[config.mk]
export PLATFORM = sky130hd
export DESIGN_NAME = fir_tap_sequencer_flat
export DESIGN_NICKNAME = d
export VERILOG_FILES = /design/src/rtl/fir_tap_sequencer_if.sv /design/src/rtl/fir_tap_sequencer.sv /design/src/flat_wrapper.sv
export SDC_FILE = /design/constraint.sdc
export NUM_CORES = 1
export LEC_CHECK = 0
export ABC_AREA = 0
export BUFFER_PORTS_ARGS = -buffer_cell sky130_fd_sc_hd__buf_2
export CAP_MARGIN = 20
export CORE_ASPECT_RATIO = 1.25
export CORE_UTILIZATION = 30
export DETAILED_ROUTE_END_ITERATION = 8
export GPL_TIMING_DRIVEN = 0
export SLEW_MARGIN = 10
export SYNTH_ARGS = -nofsm -noshare
export SYNTH_HDL_FRONTEND = slang
export SYNTH_SLANG_ARGS = --single-unit
[constraint.sdc]
create_clock -name clk -period 4.4 [get_ports clk]
set_clock_uncertainty 0.15 [all_clocks]
set_input_delay 0.44 -clock clk [delete_from_list [all_inputs] [get_ports clk]]
set_output_delay 0.44 -clock clk [all_outputs]
set_load 0.02 [all_outputs]
[src/rtl/fir_tap_sequencer_if.sv]
// rtl/fir_tap_sequencer_if.sv - sample/EQ inputs and MAC-side tap stream of the FIR tap sequencer
interface fir_tap_sequencer_if;
  logic               sample_en;
  logic [7:0]         eq_sel;
  logic               overrun_clr;
  logic signed [15:0] tap;
  logic [7:0]         tapnum;
  logic               mac_en;
  logic               mac_clr;
  logic               busy;
  logic               frame_done;
  logic               overrun;

  modport master (
    input  sample_en, eq_sel, overrun_clr,
    output tap, tapnum, mac_en, mac_clr, busy, frame_done, overrun
  );

  modport slave (
    output sample_en, eq_sel, overrun_clr,
    input  tap, tapnum, mac_en, mac_clr, busy, frame_done, overrun
  );
endinterface

[src/rtl/fir_tap_sequencer.sv]
// rtl/fir_tap_sequencer.sv - per-sample FIR coefficient sequencer (IDLE/RUN/DONE), registered outputs
// Optional FIR_TAP_SYMMETRIC_EN: banks store half the taps and are read mirrored around the centre.
module fir_tap_sequencer #(
  parameter int NTAPS  = 10,
  parameter int NBANKS = 4
) (
  input  logic                clk,
  input  logic                reset,
  fir_tap_sequencer_if.master bus
);

  localparam int         BW      = (NBANKS > 1) ? $clog2(NBANKS) : 1;
  localparam logic [7:0] LAST    = 8'(NTAPS - 1);
  localparam logic [1:0] ST_IDLE = 2'd0;
  localparam logic [1:0] ST_RUN  = 2'd1;
  localparam logic [1:0] ST_DONE = 2'd2;

  logic [1:0]    state;
  logic [7:0]    k;
  logic [BW-1:0] bank;
  logic [BW-1:0] sel_bank;
  logic [7:0]    k_inc;

  assign sel_bank = BW'(int'(bus.eq_sel) % NBANKS);
  assign k_inc    = k + 8'd1;

  // Maps a tap index onto the stored-table index.
  function automatic logic [7:0] fold(input logic [7:0] idx);
`ifdef FIR_TAP_SYMMETRIC_EN
    return (idx <= LAST - idx) ? idx : LAST - idx;
`else
    return idx;
`endif
  endfunction

  // Bank 0 pass-through, bank 1 moving average, higher banks alternate two band presets.
  function automatic logic [15:0] coef(input logic [BW-1:0] b, input logic [7:0] m);
    logic [15:0] c;
    c = 16'h0000;
    if (b == BW'(0)) begin
      c = (m == 8'd0) ? 16'h4000 : 16'h0000;
    end else if (b == BW'(1)) begin
      c = 16'h0CCD;
    end else if (!b[0]) begin
      case (m)
        8'd0:    c = 16'h0200;
        8'd1:    c = 16'h0600;
        8'd2:    c = 16'h0C00;
        8'd3:    c = 16'h1200;
        8'd4:    c = 16'h1600;
        8'd5:    c = 16'h1600;
        8'd6:    c = 16'h1200;
        8'd7:    c = 16'h0C00;
        8'd8:    c = 16'h0600;
        8'd9:    c = 16'h0200;
        default: c = 16'h0000;
      endcase
    end else begin
      case (m)
        8'd0:    c = 16'hFF00;
        8'd1:    c = 16'hFE80;
        8'd2:    c = 16'h0400;
        8'd3:    c = 16'hF800;
        8'd4:    c = 16'h3000;
        8'd5:    c = 16'h3000;
        8'd6:    c = 16'hF800;
        8'd7:    c = 16'h0400;
        8'd8:    c = 16'hFE80;
        8'd9:    c = 16'hFF00;
        default: c = 16'h0000;
      endcase
    end
    return c;
  endfunction

  always_ff @(posedge clk or posedge reset) begin
    if (reset) begin
      state          <= ST_IDLE;
      k              <= 8'd0;
      bank           <= '0;
      bus.tap        <= 16'sd0;
      bus.tapnum     <= 8'd0;
      bus.mac_en     <= 1'b0;
      bus.mac_clr    <= 1'b0;
      bus.busy       <= 1'b0;
      bus.frame_done <= 1'b0;
      bus.overrun    <= 1'b0;
    end else begin
      case (state)
        ST_RUN: begin
          if (k == LAST) begin
            state          <= ST_DONE;
            bus.tap        <= 16'sd0;
            bus.mac_en     <= 1'b0;
            bus.mac_clr    <= 1'b0;
            bus.frame_done <= 1'b1;
          end else begin
            k           <= k_inc;
            bus.tapnum  <= k_inc;
            bus.tap     <= coef(bank, fold(k_inc));
            bus.mac_clr <= 1'b0;
          end
        end
        default: begin
          // IDLE and DONE both accept a new sample, so back-to-back frames have no gap.
          if (bus.sample_en) begin
            state          <= ST_RUN;
            bank           <= sel_bank;
            k              <= 8'd0;
            bus.tapnum     <= 8'd0;
            bus.tap        <= coef(sel_bank, fold(8'd0));
            bus.mac_en     <= 1'b1;
            bus.mac_clr    <= 1'b1;
            bus.busy       <= 1'b1;
            bus.frame_done <= 1'b0;
          end else begin
            state          <= ST_IDLE;
            bus.tapnum     <= 8'd0;
            bus.tap        <= 16'sd0;
            bus.mac_en     <= 1'b0;
            bus.mac_clr    <= 1'b0;
            bus.busy       <= 1'b0;
            bus.frame_done <= 1'b0;
          end
        end
      endcase

      if (state == ST_RUN && bus.sample_en) begin
        bus.overrun <= 1'b1;
      end else if (bus.overrun_clr) begin
        bus.overrun <= 1'b0;
      end
    end
  end

endmodule

[src/flat_wrapper.sv]
// flat-port wrapper written by rule: the top's interface ports become plain ports
module fir_tap_sequencer_flat 
#(
  parameter int NTAPS  = 10,
  parameter int NBANKS = 4
)
  (clk, reset, bus_sample_en, bus_eq_sel, bus_overrun_clr, bus_tap, bus_tapnum, bus_mac_en, bus_mac_clr, bus_busy, bus_frame_done, bus_overrun);
  fir_tap_sequencer_if bus_i ();
  input  logic clk;
  input  logic reset;
  input wire logic [$bits(bus_i.sample_en)-1:0] bus_sample_en;
  input wire logic [$bits(bus_i.eq_sel)-1:0] bus_eq_sel;
  input wire logic [$bits(bus_i.overrun_clr)-1:0] bus_overrun_clr;
  output wire logic [$bits(bus_i.tap)-1:0] bus_tap;
  output wire logic [$bits(bus_i.tapnum)-1:0] bus_tapnum;
  output wire logic [$bits(bus_i.mac_en)-1:0] bus_mac_en;
  output wire logic [$bits(bus_i.mac_clr)-1:0] bus_mac_clr;
  output wire logic [$bits(bus_i.busy)-1:0] bus_busy;
  output wire logic [$bits(bus_i.frame_done)-1:0] bus_frame_done;
  output wire logic [$bits(bus_i.overrun)-1:0] bus_overrun;
  assign bus_i.sample_en = bus_sample_en;
  assign bus_i.eq_sel = bus_eq_sel;
  assign bus_i.overrun_clr = bus_overrun_clr;
  assign bus_tap = bus_i.tap;
  assign bus_tapnum = bus_i.tapnum;
  assign bus_mac_en = bus_i.mac_en;
  assign bus_mac_clr = bus_i.mac_clr;
  assign bus_busy = bus_i.busy;
  assign bus_frame_done = bus_i.frame_done;
  assign bus_overrun = bus_i.overrun;
  fir_tap_sequencer #(.NTAPS(NTAPS), .NBANKS(NBANKS)) u_core (.clk(clk), .reset(reset), .bus(bus_i));
endmodule
Yosys cells after proc, flatten, opt, wreduce, memory -nomap -nowiden
Memories as Yosys holds them, arrays and structs flattened. Index checks and enable logic that the tools add are counted.

Multiply operators: 0. Order comparisons: 0. Reduce and logical (&&, ||, !) cells: 9. Equal/unequal tests: 6. Bitwise operators: 1. Muxes and demuxes: 27. Div/mod/pow operators: 0. Shift-type cells: 0. $add $sub $neg: 1.

Operators with widths (number): $mux W16 (11); $mux W8 (4); $mux W15 (1); $mux W1 (9); $add A8 B1 Y8 const B (1); $eq A8 B4 Y1 const B (1); $logic_not A8 Y1 (1); $eq A2 B1 Y1 const B (3); $logic_not A2 Y1 (2); $logic_not A4 Y1 (1); $mux W2 (2); $reduce_and A2 Y1 (2); $reduce_bool A2 Y1 (2); $ne A2 B1 Y1 const B (1); $ne A2 B2 Y1 const B (1); $logic_and A1 B1 Y1 (1); $not A1 Y1 (1).

Output and inout bits: 29. Word-level logic and storage cells: 56. Memories kept: 2. Memory bits (read-only): 208. RAM bits: 0. Bits in latches: 0. Bits in registers: 41.

Memory list: (no name shown) (depth 16, bits a word 9, rd ports 1, clocked after Yosys merged registers in 0, write ports 0, RTL line fir_tap_sequencer.sv:59) `case (m)`; (no name shown) (depth 16, bits a word 4, rd ports 1, clocked after Yosys merged registers in 0, write ports 0, RTL line fir_tap_sequencer.sv:45) `case (m)`.

Logic depth before layout (Yosys ltp)
Gate-level depths: netlist of run 1.

Depth after elaboration: 8. Gate-level depth with buffers: 8. Gate-level depth less buffers: 7.

Worst setup path before layout of run 1
Ideal clock, no wire load.

Path kind: register to register. Start point: register u_core.k[0]. End point: register u_core.bus.tap[15]. Arrival time: 1.685 ns. Slack: 2.473 ns. Data required time: 4.158 ns. Clock period less this slack: 1.927 ns. Cell stages (with the launch flop): 7. Cell sequence: dfrtp_1 > inv_1 > ha_1 > or3_4 > a21oi_4 > a31oi_2 > o31ai_2.

Word-level cells in the longest chain between the ends: 8. Elaborated cells between the ends (all ways): 10. Those cells by class: add/sub: 1; eq/ne: 1; mux: 6; reduce/logical: 1; memory: 1.

Ends and longest elaborated chain: start: declaration (RTL line fir_tap_sequencer.sv:19) `logic [7:0] k;`; start signal: assignment (RTL line fir_tap_sequencer.sv:98) `k <= k_inc;`; $add A8 B1 Y8 (RTL line fir_tap_sequencer.sv:25) `assign k_inc = k + 8'd1;`; $mem_v2 Z16 W9 or $logic_not A4 Y1 (tied branches); $mux W16 (RTL line fir_tap_sequencer.sv:59); $mux W16 (RTL line fir_tap_sequencer.sv:44) `end else if (!b[0]) begin`; $mux W16 (RTL line fir_tap_sequencer.sv:42) `end else if (b == BW'(1)) begin`; $mux W16 (RTL line fir_tap_sequencer.sv:40) `if (b == BW'(0)) begin`; $mux W16 (*) (RTL line fir_tap_sequencer.sv:91) `if (k == LAST) begin`; $mux W16 (*) (RTL line fir_tap_sequencer.sv:89) `case (state)`; end signal: assignment (RTL line fir_tap_sequencer.sv:100) `bus.tap <= coef(bank, fold(k_inc));`; end signal: assignment (RTL line fir_tap_sequencer.sv:111) `bus.tap <= coef(sel_bank, fold(8'd0));`; end: declaration (RTL line fir_tap_sequencer_if.sv:16) `output tap, tapnum, mac_en, mac_clr, busy, frame_done, overrun`.

Mark *: on every way between the ends. The rest lies on a longest branch, timed or not. A chain may end at the register's enable or synchronous reset.

Worst setup path in the final report of run 1
Start point: register u_core.k[0]. End point: register u_core.bus.tap[13].

The elaborated chain is that of the path after synthesis.

==> metrics.cfg, run 1 <==
[setup_path]
cp-end-kind = flop
critPathMaxFanout = 9
critPathLaunchType = flop
path_class = reg2reg
cp.required_ns = 4.44
crit_arrival_ns = 2.20

[clock_network]
clockBufferDepth = 2
cts_setup_buffers = 0
root_buffer = clkbuf_8
post_cts_resized = 0
cts_tree = done
cts_htree_levels = 2
clock_latency_ns = 0.28
cts_buffers = 5
cts.clk_slew.worst_paths_ns = 0.06
cts.sinks = 33
cts.hold.buffers_added = 0

[pwr]
power_mw = 1.64
ir_drop_mv = 0.232
p_per_area_nw_per_um2 = 720
p_leak_nw = 1.11

[detailed_routing]
drt_iter0_drc = 66
vias_per_cell = 4.64
routed_wl_um = 4080
vias = 1479
ant_nets = 0
drt-wirelength-per-cell_um = 12.8
drtPass1Iterations = 4
drc = 0

[placed_design]
placed_cell_area_sq_um = 2210
place.gp.congestion = 0.868
dpl.hpwl_um = 3090
port_buffers = 31

[logic_synthesis]
synth_top_area_share_pct = 43.2
yosys_warnings = 0
synth_cells = 194
synth_common_cells = dfrtp_1, nand2_1, o21ai_0, inv_1, ha_1
synthMostInstantiatedCell = dfrtp_1
synth_seq_area_share_pct = 43.2
synth.distinct_cells = 49
synth_edf_count = 0
netlist_top_cells_area = dfrtp_1, ha_1, nand2_1
yosysTopAreaCell = dfrtp_1
syn_area_sq_um = 1910
synthArstFlopShare_pct = 100
syn_avg_cell_area_sq_um = 9.85
synth-seq-cells = 33
ys.flop_type = dfrtp_1

[global_route]
grt_overflow = 0
grt_pass1_wl_um = 6710
grtUsageTotal_pct = 13.3
antenna_found_initial = 0
grt_pass1_vias = 1426
grt_max_degree = 20

[die]
num_io_pins = 41
die_x_um = 73.4
initial_utilization_pct = 31.0
dieArea_sq_um = 6690
die_h_um = 91.2
rows = 32
core_sq_um = 6170

[sta]
max_freq_mhz = 463
whs_ns = 0.0757
hold_viol_final = 0
tns_ns = 0
post-route-period-util_pct = 49.1
period_minus_slack_ns = 2.16
setup_viol_count_final = 0
drv_slew = 0
tightest_slew_ns = 0.608
rsz0062_at_grt = false
slew_headroom_pct = 59.4

[final_layout]
num_antenna_cells = 0
seqCellArea_sq_um = 826
stdcell_area_sq_um = 2280
nets = 258
multiInputGateArea_sq_um = 927
drive_above_1_share_pct = 29.1
area_growth_syn_to_layout_pct = 19.4
fillers = 642

[flow_run]
max-cap-violations = 0

[outcome]
status = completed

[min_path]
worstHoldPathType = in2async

routing by layer:
| metal | track usage (%) | wire length [um] |
|---|---|---|
| met1 | 15.6 | 1800 |
| met3 | 3.33 | 140 |
| met2 | 22.2 | 2050 |
| met5 | 0 | 0 |
| met4 | 6.09 | 91 |
sequential cells by signal, summed over array words and instances (netlist names):
signal	cells
u_core.bank	2
u_core.bus.busy	1
u_core.bus.frame_done	1
u_core.bus.mac_clr	1
u_core.bus.overrun	1
u_core.bus.tap	10
u_core.bus.tapnum	8
u_core.k	8
u_core.state	1
per-stage QoR:
stage                     instances  util [%]  setup WS, ns
after floorplan                 196         -          2.47
after global placement          312      35.3          2.24
after detailed placement        313      35.8          2.24
after CTS                       319      37.0          2.22
after global routing            319      37.0          2.10
final                           319      37.0          2.24
cells by family after synthesis:
| kind of cell | count (synthesis) | share of synthesized area (%) |
|---|---|---|
| simple gates | 58 | 16.2 |
| other cells | 1 | 0.196 |
| fa+ha+maj | 11 | 7.20 |
| xor+xnor | 4 | 1.83 |
| mux | 4 | 2.10 |
| flops | 33 | 43.2 |
| compound gates | 55 | 20.6 |
| buf+inv | 28 | 8.64 |
layout make-up:
cell class / instances / share of cell area (%)
timing repair buffer: 32 / 8.01
sequential: 33 / 36.2
buffer: 16 / 5.27
multi-input combinational: 135 / 40.6
clock inverter: 1 / 0.219
clock buffer: 5 / 3.02
tap: 85 / 4.66
inverter: 12 / 1.97
critical path, cell delays in order, from the launching register on:
cell,delay [ns]
dfrtp_1,0.51
inv_1,0.15
ha_1,0.37
or3_4,0.42
a21oi_4,0.21
a21oi_1,0.08
o31ai_2,0.17
worst paths after layout:
path	startpoint	depth (start not counted)	slack (ns)	endpoint
hold reg to reg	u_core.bus.tapnum[1]	2	0.33	u_core.bus.tapnum[1]
hold / removal	reset	2	0.08	u_core.bus.mac_clr
setup / recovery	u_core.k[0]	6	2.24	u_core.bus.tap[13]
setup reg to reg	u_core.k[0]	6	2.24	u_core.bus.tap[13]
min in group clk	bus_overrun_clr	2	0.20	u_core.bus.overrun
max in group asynchronous	reset	3	3.52	u_core.k[0]
power by group:
group          total, mW  leakage (nW)  switching [mW]  internal [mW]
clock              0.205        0.0399           0.102          0.104
sequential         0.476         0.429          0.0715          0.404
combinational      0.962         0.639           0.603          0.359
layout by cell type, fill, tap and decap left out, types with 2 or more instances in the layout:
cell type	count
a21oi_1	6
a31oi_1	4
and2_1	2
buf_2	34
buf_4	6
buf_6	4
clkbuf_1	2
clkbuf_8	5
conb_1	3
dfrtp_1	33
ha_1	11
inv_1	12
mux2i_1	4
nand2_1	25
nand3_1	5
nand4_1	2
nor2_1	6
nor2b_1	2
nor3_1	3
o21ai_0	18
o21ai_1	4
o21bai_1	4
o22ai_1	2
o31ai_1	5
o31ai_2	2
or3_1	2
xnor2_1	2
xor2_1	2
No activity file was read; power rests on OpenSTA's default activity.
==> inputs of run 2 (changes only) <==
- clock period: 4.4 -> 1.75 ns (I/O delays scaled with it)
==> run 2 against run 1 <==
  * The run now ends with setup timing left
  * Sequential power increased to 2.6 times the previous value
  * Hold slack got worse by 0.012 ns
  * Total power increased to 3.2 times the previous value
  * Cell count increased by 8.8%
  * Setup slack got worse by 2.4 ns
  * Die area unchanged
  * Global-route usage increased by 1.2 points
  * Clock power increased to 2.8 times the previous value
  * First-iteration DRC count increased by 24%
  * Critical path type unchanged
  * Fmax increased by 13%
  * Wire length increased by 17%
==> metrics.cfg, run 2 (synthesized netlist as in run 1, its figures left out) <==
[outcome]
status = finished, violations left  ; was completed
violations = setup timing

[placed_design]
dp.cells = 313  ; unchanged
dpl.hpwl_um = 3150  ; was 3090 um
place.gp.congestion = 0.816  ; was 0.868
port_buffers = 31  ; unchanged

[die]
num_io_pins = 41  ; unchanged
initial_utilization_pct = 31.0  ; unchanged
die_h_um = 91.2  ; unchanged
dieArea_sq_um = 6690  ; unchanged
core_sq_um = 6170  ; unchanged
rows = 32  ; unchanged
die_x_um = 73.4  ; unchanged

[clock_network]
cts.clk_slew.worst_paths_ns = 0.07  ; was 0.06 ns
clock_latency_ns = 0.29  ; was 0.28 ns
root_buffer = clkbuf_8  ; unchanged
cts.sinks = 33  ; unchanged
cts_tree = done  ; unchanged
clockBufferDepth = 2  ; unchanged
cts_htree_levels = 2  ; unchanged
cts_buffers = 5  ; unchanged

[flow_run]
max-cap-violations = 0  ; unchanged

[sta]
whs_ns = 0.0634  ; was 0.0757 ns
slew_headroom_pct = 54.3  ; was 59.4%
layout_setup_ws_ns = -0.154  ; was 2.24 ns
period_minus_slack_ns = 1.90  ; was 2.16 ns
rsz0062_at_grt = true  ; was false
setup_viol_count_final = 16  ; was 0
max_freq_mhz = 525  ; was 463 MHz
tightest_slew_ns = 0.685  ; was 0.608 ns
drv_slew = 0  ; unchanged
tns_ns = -1.48  ; was 0 ns
post-route-period-util_pct = 109  ; was 49.1%
hold_viol_final = 0  ; unchanged

[final_layout]
post-route-util_pct = 45.0  ; was 37.0%
largest_register = u_core.bus.tap  ; unchanged
drive_above_1_share_pct = 50.8  ; was 29.1%
layout.cells.non_filler = 347  ; was 319
nets = 284  ; was 258
fillers = 604  ; was 642
seqCellArea_sq_um = 833  ; was 826 sq um
final_cell_mix = buf_2, buf_4, dfrtp_1  ; was buf_2, dfrtp_1, nand2_1
final_common_cell = buf_2  ; unchanged
area_growth_syn_to_layout_pct = 45.1  ; was 19.4%
reg_top3 = u_core.bus.tap (10), u_core.bus.tapnum (8), u_core.k (8)  ; unchanged
num_antenna_cells = 0  ; unchanged
largest_register_ffs = 10  ; unchanged
multiInputGateArea_sq_um = 1130  ; was 927 sq um

[setup_path]
crit_family = simple AND/OR/NAND/NOR gates  ; was flip-flops
cp_slowest_cell = dfrtp_2  ; was dfrtp_1
critical_path_buf_inv_count = 0  ; was 1
crit_chain = ha_2 -> a41o_4 -> or3_1 -> and2_1 -> o31ai_1  ; was inv_1 -> ha_1 -> or3_4 -> a21oi_4 -> a21oi_1 -> o31ai_2
slowest_delay_ns = 0.49  ; was 0.51 ns
critPathLaunchType = flop  ; unchanged
critPathMaxFanout = 7  ; was 9
cp-end-kind = flop  ; unchanged
path_class = reg2reg  ; unchanged
crit_arrival_ns = 1.95  ; was 2.20 ns
cp.required_ns = 1.80  ; was 4.44 ns

[detailed_routing]
drtPass1Iterations = 4  ; unchanged
drc = 0  ; unchanged
drt_iter0_drc = 82  ; was 66
ant_nets = 0  ; unchanged
vias = 1668  ; was 1,479
vias_per_cell = 4.81  ; was 4.64
routed_wl_um = 4800  ; was 4080 um
drt-wirelength-per-cell_um = 13.8  ; was 12.8 um

[global_route]
antenna_found_initial = 0  ; unchanged
grt_max_degree = 19  ; was 20
grt_pass1_wl_um = 7490  ; was 6710 um
grtUsageTotal_pct = 14.5  ; was 13.3%
grt_pass1_vias = 1571  ; was 1,426
grt_overflow = 0  ; unchanged

[pwr]
p_per_area_nw_per_um2 = 1890  ; was 720 nW/um^2
p_leak_nw = 1.31  ; was 1.11 nW
ir_drop_mv = 0.572  ; was 0.232 mV
power_mw = 5.24  ; was 1.64 mW

[min_path]
worstHoldPathType = in2reg  ; was in2async

## run 2: final timing paths
kind | slack (ns) | startpoint | to | cells past startpoint
max in group asynchronous | 0.53 | reset | u_core.k[4] | 4
min in group asynchronous | 0.38 | reset | u_core.bus.tap[12] | 3
setup reg to reg | -0.15 | u_core.k[0] | u_core.bus.tap[10] | 5
hold reg to reg | 0.33 | u_core.bus.tapnum[0] | u_core.bus.tapnum[0] | 2
setup / recovery | -0.15 | u_core.k[0] | u_core.bus.tap[10] | 5
hold / removal | 0.06 | bus_eq_sel[0] | u_core.bank[0] | 3
## run 2: what timing repair did
action,in CTS,in global routing
cloned,0,1
resized for setup,19,42
hold buffers,3,0
endpoints found under the hold margin,16,0
pin swaps,13,22
endpoints found under the setup margin,27,27
buffers inserted,11,13
## run 2: routing by layer
layer / share of wire [%] / vias to the layer above / global-route usage, % / wire (um)
met4: 1.6 / 0 / 4.01 / 76
met1: 40 / 807 / 16.9 / 1900
li1: - / 802 / - / -
met5: 0 / - / 0 / 0
met3: 4.2 / 10 / 3.44 / 202
met2: 54 / 49 / 25.8 / 2610
## run 2: tightest hold or removal path, stage by stage
cell and delay (ns):
buf_2 0.14, nand2_1 0.08, o21ai_0 0.07
## run 2: layout make-up
cell class	count	share of cell area, %
well taps	85	3.84
multi-input cells	135	40.7
repair buffers	60	15.3
plain buffers	14	5.10
clock buffers	5	2.48
flip-flops and latches	33	30.1
inverters	12	1.81
clock inverters	3	0.632
## run 2: power breakdown
part | internal (mW) | switching (mW)
clock | 0.274 | 0.295
sequential | 1.03 | 0.210
combinational | 1.56 | 1.87
## run 2: through the flow
step / instance area (sq um) / setup WS (ns)
finish: 2770 / -0.154
global route: 2770 / -0.259
CTS: 2540 / -0.154
detailed placement: 2270 / -0.241
global placement: 2250 / -0.248
floorplan: 1980 / -0.0356
==> inputs of run 3 (changes only) <==
- BUFFER_PORTS_ARGS: -buffer_cell sky130_fd_sc_hd__buf_2 -> default
- DONT_BUFFER_PORTS: default -> 1
==> run 3 against run 2 <==
  * The flow finishes with violations (hold timing, setup timing)
  * Clock power is 32% higher
  * Critical path depth grew 1
  * Non-clock buffer count fell by 28
  * Register-to-register slack hardly changed
  * Hold slack worse by 0.070 ns
  * First-iteration DRC count fell by 7.3%
  * Critical endpoint is now u_core.bus.tap[14]
  * Wire length fell by 2.0%
  * Total power grew 1.9%
==> metrics.cfg, run 3 (synthesized netlist as in run 1, its figures left out) <==
[outcome]
status = finished, violations left  ; unchanged
violations = hold timing, setup timing  ; was setup timing

[final_layout]
fillers = 605  ; was 604
reg_top3 = u_core.bus.tap (10), u_core.bus.tapnum (8), u_core.k (8)  ; unchanged
largest_register = u_core.bus.tap  ; unchanged
final_common_cell = buf_4  ; was buf_2
seqCellArea_sq_um = 833  ; unchanged
area_growth_syn_to_layout_pct = 38.1  ; was 45.1%
nets = 257  ; was 284
multiInputGateArea_sq_um = 1120  ; was 1130 sq um
drive_above_1_share_pct = 42.1  ; was 50.8%
final_cell_mix = buf_4, dfrtp_1, nand2_1  ; was buf_2, buf_4, dfrtp_1
num_antenna_cells = 0  ; unchanged
largest_register_ffs = 10  ; unchanged
post-route-util_pct = 42.8  ; was 45.0%

[die]
initial_utilization_pct = 31.0  ; unchanged
die_x_um = 73.4  ; unchanged
num_io_pins = 41  ; unchanged
die_h_um = 91.2  ; unchanged
dieArea_sq_um = 6690  ; unchanged
core_sq_um = 6170  ; unchanged
rows = 32  ; unchanged

[sta]
drv_slew = 0  ; unchanged
slew_headroom_pct = 53.9  ; was 54.3%
layout_setup_ws_ns = -0.167  ; was -0.154 ns
hold_viol_final = 1  ; was 0
whs_ns = -0.00691  ; was 0.0634 ns
setup_viol_count_final = 18  ; was 16
tightest_slew_ns = 0.690  ; was 0.685 ns
post-route-period-util_pct = 110  ; was 109%
tns_ns = -1.40  ; was -1.48 ns
period_minus_slack_ns = 1.92  ; was 1.90 ns
rsz0062_at_grt = true  ; unchanged
max_freq_mhz = 522  ; was 525 MHz

[setup_path]
critPathLaunchType = flop  ; unchanged
crit_family = flip-flops  ; was simple AND/OR/NAND/NOR gates
crit_chain = inv_4 -> ha_4 -> or3_4 -> a21oi_4 -> a32oi_1 -> o22ai_1  ; was ha_2 -> a41o_4 -> or3_1 -> and2_1 -> o31ai_1
critPathMaxFanout = 7  ; unchanged
crit_arrival_ns = 1.97  ; was 1.95 ns
slowest_delay_ns = 0.52  ; was 0.49 ns
critical_path_buf_inv_count = 1  ; was 0
cp-end-kind = flop  ; unchanged
r2r_slack_ns = -0.17  ; was -0.15 ns
cp.required_ns = 1.80  ; about the same
path_class = reg2reg  ; unchanged
cp_slowest_cell = dfrtp_2  ; unchanged

[clock_network]
cts.clk_slew.worst_paths_ns = 0.07  ; about the same
root_buffer = clkbuf_8  ; unchanged
clockBufferDepth = 2  ; unchanged
cts_buffers = 5  ; unchanged
clock_latency_ns = 0.28  ; was 0.29 ns
cts_htree_levels = 2  ; unchanged
cts_tree = done  ; unchanged
cts.sinks = 33  ; unchanged

[detailed_routing]
ant_nets = 0  ; unchanged
drtPass1Iterations = 4  ; unchanged
drt-wirelength-per-cell_um = 14.7  ; was 13.8 um
vias = 1581  ; was 1,668
routed_wl_um = 4700  ; was 4800 um
drt_iter0_drc = 76  ; was 82
drc = 0  ; unchanged
vias_per_cell = 4.94  ; was 4.81

[global_route]
antenna_found_initial = 0  ; unchanged
grtUsageTotal_pct = 14.1  ; was 14.5%
grt_pass1_wl_um = 7440  ; was 7490 um
grt_pass1_vias = 1564  ; was 1,571
grt_overflow = 0  ; unchanged
grt_max_degree = 19  ; unchanged

[placed_design]
place.gp.congestion = 0.792  ; was 0.816
port_buffers = 0  ; was 31
dpl.hpwl_um = 3050  ; was 3150 um

[pwr]
p_per_area_nw_per_um2 = 2020  ; was 1890 nW/um^2
ir_drop_mv = 0.616  ; was 0.572 mV
p_leak_nw = 1.15  ; was 1.31 nW

[min_path]
worstHoldPathType = in2reg  ; unchanged

[flow_run]
max-cap-violations = 0  ; unchanged

==> run 3: final timing paths <==
path	start	to	cells past startpoint
max	u_core.k[0]	u_core.bus.tap[14]	6
min	bus_eq_sel[1]	u_core.bank[1]	2
max reg2reg	u_core.k[0]	u_core.bus.tap[14]	6
max in group asynchronous	reset	u_core.k[6]	3
min reg2reg	u_core.k[6]	u_core.k[6]	1
min in group asynchronous	reset	u_core.bank[0]	2
==> run 3: through the flow <==
stage / area (sq um) / total power [mW] / cells / hold WS [ns] / setup WS, ns
floorplan: 1980 / 3.17 / 196 / 0.133 / -0.0356
global placement: 2090 / 3.63 / 281 / 0.136 / -0.235
detailed placement: 2120 / 3.67 / 282 / 0.0580 / -0.256
CTS: 2470 / 4.97 / 308 / 0.000666 / -0.158
global route: 2640 / 5.67 / 320 / 0.0156 / -0.235
finish: 2640 / 5.34 / 320 / -0.00691 / -0.167
==> run 3: power by group <==
| group | leakage (nW) | internal [mW] | total, mW | switching (mW) |
|---|---|---|---|---|
| Combinational | 0.671 | 1.48 | 3.11 | 1.63 |
| Clock | 0.0585 | 0.464 | 0.751 | 0.286 |
| Sequential | 0.421 | 1.03 | 1.48 | 0.454 |
| Total | 1.15 | 2.97 | 5.34 | 2.37 |
==> run 3: final cells by class <==
cell class                 instances  area share [%]
buffer                            14            5.07
inverter                          12            1.90
multi-input combinational        136            42.4
clock inverter                     1            1.14
tap                               85            4.03
clock buffer                       7            3.27
sequential                        33            31.6
timing repair buffer              32            10.6
==> run 3: routing by layer <==
layer / vias to the layer above / global-route usage, % / share of wire, %
met5: - / 0 / 0
met4: 0 / 3.85 / 1.1
met3: 5 / 3.44 / 4.9
met2: 50 / 25.2 / 53
met1: 775 / 16.4 / 41
li1: 751 / - / -
==> run 3: repair_timing <==
item,CTS,global route
gates cloned,1,1
pin swaps,16,22
endpoints found under the hold margin,18,0
hold buffers,4,0
buffers inserted,15,11
gates resized for setup,20,33
endpoints found under the setup margin,27,28
==> run 3: worst reg2reg max path: stages, from the launching register on <==
cell and delay (ns):
dfrtp_2 0.52, inv_4 0.07, ha_4 0.22, or3_4 0.38, a21oi_4 0.20, a32oi_1 0.15
o22ai_1 0.15
